$ cat src/rtl/bin2bcd_seq_pkg.sv
// Shared types and defaults for the sequential binary-to-BCD converter.
package bin2bcd_seq_pkg;

    localparam int W_DEFAULT      = 26;
    localparam int DIGITS_DEFAULT = 8;

    localparam logic [3:0] BCD_BLANK = 4'hF;

    typedef enum logic {
        IDLE  = 1'b0,
        SHIFT = 1'b1
    } state_t;

    typedef logic [3:0] bcd_digit_t;

endpackage

$ cat src/rtl/bin2bcd_seq_digit_adj3.sv
// Double-dabble digit correction: a BCD digit of 5 or more gets +3 before the shift.
module bcd_digit_adj3
    import bin2bcd_seq_pkg::*;
(
    input  bcd_digit_t digit_i,
    output bcd_digit_t digit_o
);

    // 4-bit add; legal digits never exceed 9, so the result stays within the field.
    assign digit_o = (digit_i >= 4'd5) ? bcd_digit_t'(digit_i + 4'd3) : digit_i;

endmodule

$ cat src/rtl/bin2bcd_seq.sv
// Sequential binary-to-BCD converter (shift-add-3), one input bit per clock.
// Optional build macro BIN2BCD_LEADING_ZERO_BLANK_EN blanks leading zero digits to 4'hF.
module bin2bcd_seq
    import bin2bcd_seq_pkg::*;
#(
    parameter int W      = W_DEFAULT,
    parameter int DIGITS = DIGITS_DEFAULT
) (
    input  logic                  clk,
    input  logic                  rst_n,
    input  logic                  start,
    input  logic [W-1:0]          bin,
    output logic                  busy,
    output logic [4*DIGITS-1:0]   bcd,
    output logic                  bcd_valid
);

    localparam int BW = 4 * DIGITS;
    localparam int RW = BW + W;
    localparam int CW = $clog2(W + 1);

    state_t          state_q, state_d;
    logic [RW-1:0]   work_q, work_d;
    logic [RW-1:0]   work_adj, work_shl;
    logic [CW-1:0]   count_q, count_d;
    logic [BW-1:0]   bcd_q, bcd_d;
    logic [BW-1:0]   bcd_raw, bcd_fmt;
    logic            valid_q, valid_d;

    // The binary part passes through untouched; each BCD field gets its own corrector.
    assign work_adj[W-1:0] = work_q[W-1:0];

    generate
        for (genvar gi = 0; gi < DIGITS; gi++) begin : g_adj
            bcd_digit_adj3 u_adj (
                .digit_i (work_q[W + 4*gi +: 4]),
                .digit_o (work_adj[W + 4*gi +: 4])
            );
        end
    endgenerate

    assign work_shl = work_adj << 1;
    assign bcd_raw  = work_shl[RW-1 -: BW];

`ifdef BIN2BCD_LEADING_ZERO_BLANK_EN
    always_comb begin
        logic leading;
        bcd_fmt = bcd_raw;
        leading = 1'b1;
        // Scan from the most significant digit; digit 0 is always shown.
        for (int i = DIGITS - 1; i >= 1; i--) begin
            if (leading && (bcd_raw[4*i +: 4] == 4'd0)) begin
                bcd_fmt[4*i +: 4] = BCD_BLANK;
            end else begin
                leading = 1'b0;
            end
        end
    end
`else
    assign bcd_fmt = bcd_raw;
`endif

    always_comb begin
        state_d = state_q;
        work_d  = work_q;
        count_d = count_q;
        bcd_d   = bcd_q;
        valid_d = 1'b0;
        case (state_q)
            IDLE: begin
                if (start) begin
                    work_d  = {{BW{1'b0}}, bin};
                    count_d = CW'(W);
                    state_d = SHIFT;
                end
            end
            SHIFT: begin
                work_d  = work_shl;
                count_d = count_q - CW'(1);
                if (count_q == CW'(1)) begin
                    bcd_d   = bcd_fmt;
                    valid_d = 1'b1;
                    state_d = IDLE;
                end
            end
        endcase
    end

    always_ff @(posedge clk or negedge rst_n) begin
        if (!rst_n) begin
            state_q <= IDLE;
            work_q  <= '0;
            count_q <= '0;
            bcd_q   <= '0;
            valid_q <= 1'b0;
        end else begin
            state_q <= state_d;
            work_q  <= work_d;
            count_q <= count_d;
            bcd_q   <= bcd_d;
            valid_q <= valid_d;
        end
    end

    assign busy      = (state_q == SHIFT);
    assign bcd       = bcd_q;
    assign bcd_valid = valid_q;

endmodule

$ cat config.mk
export PLATFORM = sky130hd
export DESIGN_NAME = bin2bcd_seq
export DESIGN_NICKNAME = d
export VERILOG_FILES = /design/src/rtl/bin2bcd_seq_pkg.sv /design/src/rtl/bin2bcd_seq_digit_adj3.sv /design/src/rtl/bin2bcd_seq.sv
export SDC_FILE = /design/constraint.sdc
export NUM_CORES = 1
export LEC_CHECK = 0
export BUFFER_PORTS_ARGS = -buffer_cell sky130_fd_sc_hd__buf_2
export CAP_MARGIN = 20
export CELL_PAD_IN_SITES_DETAIL_PLACEMENT = 1
export CELL_PAD_IN_SITES_GLOBAL_PLACEMENT = 1
export CORE_MARGIN = 1.5
export CORE_UTILIZATION = 41
export DETAILED_ROUTE_END_ITERATION = 16
export PLACE_DENSITY = 0.79
export SYNTH_ARGS = -nofsm -noshare
export SYNTH_HDL_FRONTEND = slang
export SYNTH_HIERARCHICAL = 1
export SYNTH_SLANG_ARGS = --single-unit
$ cat constraint.sdc
create_clock -name clk -period 1.6 [get_ports clk]
set_input_delay 0.08 -clock clk [delete_from_list [all_inputs] [get_ports clk]]
set_output_delay 0.08 -clock clk [all_outputs]
set_load 0.02 [all_outputs]
After elaboration in Yosys (flattened, before gate mapping) --
Cells that the tools add are included.
Word-level totals: bits in registers 97, word-level logic and storage cells 43
Cells by class: add/subtract/negate cells 9, order comparisons 8, eq/ne operators 2, mux-type cells 17, bitwise logic cells 1, reduce and logical (&&, ||, !) cells 1
Operators with widths (count):
- 58-bit one-hot mux with 2 select lines | 1
- 58-bit two-way mux | 1
- 4-bit by 3-bit greater-or-equal comparator with 1-bit output, second input constant | 8
- 4-bit by 2-bit adder with 4-bit output, second input constant | 7
- 4-bit two-way mux | 7
- 5-bit one-hot mux with 2 select lines | 1
- 5-bit by 1-bit equality test with 1-bit output, second input constant | 1
- 5-bit two-way mux | 1
- 5-bit by 1-bit subtractor with 5-bit output, second input constant | 1
- 1-bit two-way mux | 4
- 3-bit by 2-bit adder with 3-bit output, second input constant | 1
- 3-bit two-way mux | 1
- 2-bit inequality test, second input constant | 1
- 1-bit one-hot mux with 2 select lines | 1
- 2-bit AND reduction | 1
- 1-bit inverter | 1

Longest topological paths before layout --
word-level depth 3, gate-level depth with buffers 6, mapped depth without buffers 6

By module --
The synthesis kept the hierarchy.
By module, submodules not included:
- bin2bcd_seq | times used 1, cells an instance 281, area each 3826.2 µm²
- bcd_digit_adj3 | times used 8, cells an instance 16, area each 101.3 µm²

Least setup slack after synthesis --
Ideal clock, no wire load.
kind reg-to-reg, start point register count_q[1], end point register bcd_q[10] (netlist: bcd[10]), arrival 1540 ps, required time 1475 ps, slack -65 ps, cell stages (with the launch flop) 7, clock period less this slack 1665 ps, cells stage by stage dfrtp_1 inv_1 ha_1 nand2_1 nor4_4 buf_6 mux2_2
Between the ends: cells in the longest elaborated chain, start to end 2
RTL lines:
- from (decl) | RTL line bin2bcd_seq.sv:25 | logic [CW-1:0] count_q, count_d;
- from (signal assigned) | RTL line bin2bcd_seq.sv:99 | count_q <= count_d;
- 5-bit by 1-bit equality test with 1-bit output | RTL line bin2bcd_seq.sv:80 | if (count_q == CW'(1)) begin
- 2-bit AND reduction (no source line)
- to (signal assigned) | RTL line bin2bcd_seq.sv:94 | bcd_q <= '0;
- to (signal assigned) | RTL line bin2bcd_seq.sv:100 | bcd_q <= bcd_d;
- to (decl) | RTL line bin2bcd_seq.sv:26 | logic [BW-1:0] bcd_q, bcd_d;
No other way between the ends. A chain may end at the register's enable or synchronous reset.

Final worst setup path --
start point register work_q[27], end point register bcd_q[2] (netlist: bcd[2])
Between the ends: cells in the longest elaborated chain, start to end 2, elaborated cells on any way between the ends 3, those cells by class add/sub (1); order compare (1); mux (1)
RTL lines:
- from (decl) | RTL line bin2bcd_seq.sv:23 | logic [RW-1:0] work_q, work_d;
- from (signal assigned) | RTL line bin2bcd_seq.sv:98 | work_q <= work_d;
- 4-bit by 2-bit adder with 4-bit output or 4-bit by 3-bit greater-or-equal comparator with 1-bit output (tied branches) | RTL line bin2bcd_seq_digit_adj3.sv:10 | assign digit_o = (digit_i >= 4'd5) ? bcd_digit_t'(digit_i + 4'd3) : digit_i;
- 4-bit two-way mux * | RTL line bin2bcd_seq_digit_adj3.sv:10
- named net bcd_fmt[2] | RTL line bin2bcd_seq.sv:27 | logic [BW-1:0] bcd_raw, bcd_fmt;
Mark *: on every way through the listed nets, which the timed path passes. The rest lies on a longest branch.

==> qor.csv <==
metric,value,unit
finalCritPeriodShare,1.06,
fin_cells,643,
final_nets,545,
hold_class,input pin to register,
skew,0.0125,ns
drtIter0Drc,78,
crit_type,register to register,
arrival,1.99,ns
worst_ep_required_time,1.90,ns
gp_congestion,0.771,
syn_area_per_cell,11.4,um^2
dr.pass1.iters,4,
mappedNetlistArea,4620,um^2
antenna_cells,0,
numCtsBuffers,9,
reg2reg_slack,-0.09,ns
cp_slowest_cell,dfrtp_1,
slew_violations,0,
insertion_delay,0.36,ns
leakage,0.00283,uW
met2WireLength,5650,um
setup_viol,13,
yosys_warnings,6,
std_cell_rows,38,
rsz0062_at_grt,true,
tightest_slew,0.494,ns
routedLengthMet1,4820,um
path_max_fanout,3,
start_kind,register,
max_cap_violations,0,
syn_inst,405,
grt_max_degree,95,
crit_chain,"inv_1, ha_1, nand2b_1, a21oi_2, mux2i_1, mux2_2",
coreArea,10900,um^2
min_period,1.69,ns
wire_per_inst,17.1,um
topRoutingLayerUsed,met4,
globalRouteTotalUtil,0.188,
min_to,work_q[3]$_DFFE_PN0P_,
design.die.area,11900,um^2
holdWs,0.0210,ns
fin_ws,-0.0905,ns
vias,3355,
hold_viol_final,0,
grt_pass1_vias,3550,
synth_nets,452,
die_w,109,um
grt.overflow.total,0,
cts.sinks,97,
max_stage_delay,0.38,ns
hold_depth,3,
antenna_found_initial,0,
hpwl,6770,um
cts_root_buffer,clkbuf_8,
io_pins,63,
path_buf_inv,1,
cts_htree_levels,3,
end_kind,register,
area_growth,26.4,%
crit_cells,6,
status,"complete, but fails checks",
power_density,2040,nW/um^2
path_delay_family,multiplexers,
clk_pin_slew,0.10,ns
tns,-0.288,ns
drc_errors,0,
failed_checks,setup timing,
via_per_inst,5.22,
placedCellCount,599,
irDropWorstVdd,0.000785,V
port_buffers,62,
relSlewSlack,0.671,
max_freq,592,MHz
r2r_cells,6,
fp.dieH,109,um
drt_wl_total,11000,um
max-clock-path-buffers,2,
dr_wl_met3,321,um
cts_tree,built,
drive_gt1_frac,0.364,
grt_first_pass_wirelength,17300,um
rr_endpoint,bcd[2]$_DFFE_PN0P_,
start_util,0.424,
r2r-start,work_q[27]$_DFFE_PN0P_,
postRouteAntennaNets,0,
hp-start,bin[3],
[worst register-to-register path: stages, from the launching register on]
cell and delay (ns):
dfrtp_1 0.38, inv_1 0.09, ha_1 0.19, nand2b_1 0.18, a21oi_2 0.24, mux2i_1 0.33
mux2_2 0.21
[routing by layer]
metal,vias to the layer above,global-route usage
met1,1701,0.232
met4,0,0.0714
met5,-,0
met3,17,0.0317
li1,1584,-
met2,53,0.329
[worst max path at each step]
stage,start,end
floorplan,count_q[1]$_DFFE_PN0P_,bcd[10]$_DFFE_PN0P_
global placement,count_q[1]$_DFFE_PN0P_,bcd[15]$_DFFE_PN0P_
detailed placement,count_q[1]$_DFFE_PN0P_,bcd[15]$_DFFE_PN0P_
CTS,count_q[1]$_DFFE_PN0P_,bcd[25]$_DFFE_PN0P_
global route,work_q[27]$_DFFE_PN0P_,bcd[2]$_DFFE_PN0P_
finish,work_q[27]$_DFFE_PN0P_,bcd[2]$_DFFE_PN0P_
[per-stage QoR]
stage,instance area (um^2),utilization,total power (uW),setup WS [ns]
2_1_floorplan,4620,-,7700,-0.0649
3_3_place_gp,5140,0.472,8750,0.0242
3_5_place_dp,5140,0.472,9120,-0.0852
4_1_cts,5560,0.510,11200,-0.0460
5_1_grt,5840,0.536,12800,-0.201
6_report,5840,0.536,11900,-0.0905
[cells in the final DEF, fill, tap and decap left out, drive strengths merged, types with 11 or more instances in the layout]
master and n:
dfrtp 97, buf 91, nand2 58, o21ai 40, mux2i 34, mux2 33
a22o 32, inv 18, ha 18, nand2b 15, clkbuf 13, nor2 11
[layout make-up]
cell class	instances	area, um^2
fillers	1162	5050
flip-flops and latches	97	2440
multi-input cells	270	2190
repair buffers	102	738
well taps	140	175
clock buffers	12	155
clock inverters	4	75.1
inverters	18	67.6
[sequential cells by signal, summed over array words and instances, names as in the netlist]
name	cells
count_q	5
bcd	32
bcd_valid	1
work_q	58
busy	1
[timing repair]
action	CTS	global route
pin swaps	1	11
gates cloned	1	1
buffers inserted	2	14
hold buffers	10	0
resized for setup	18	45
setup endpoints to repair	33	42
hold endpoints to repair	41	0
[power breakdown]
group	leakage [uW]	switching, uW	internal [uW]
Clock	0.000109	860	968
Sequential	0.00124	869	3460
Combinational	0.00148	2860	2910
No activity file was read; power rests on OpenSTA's default activity.
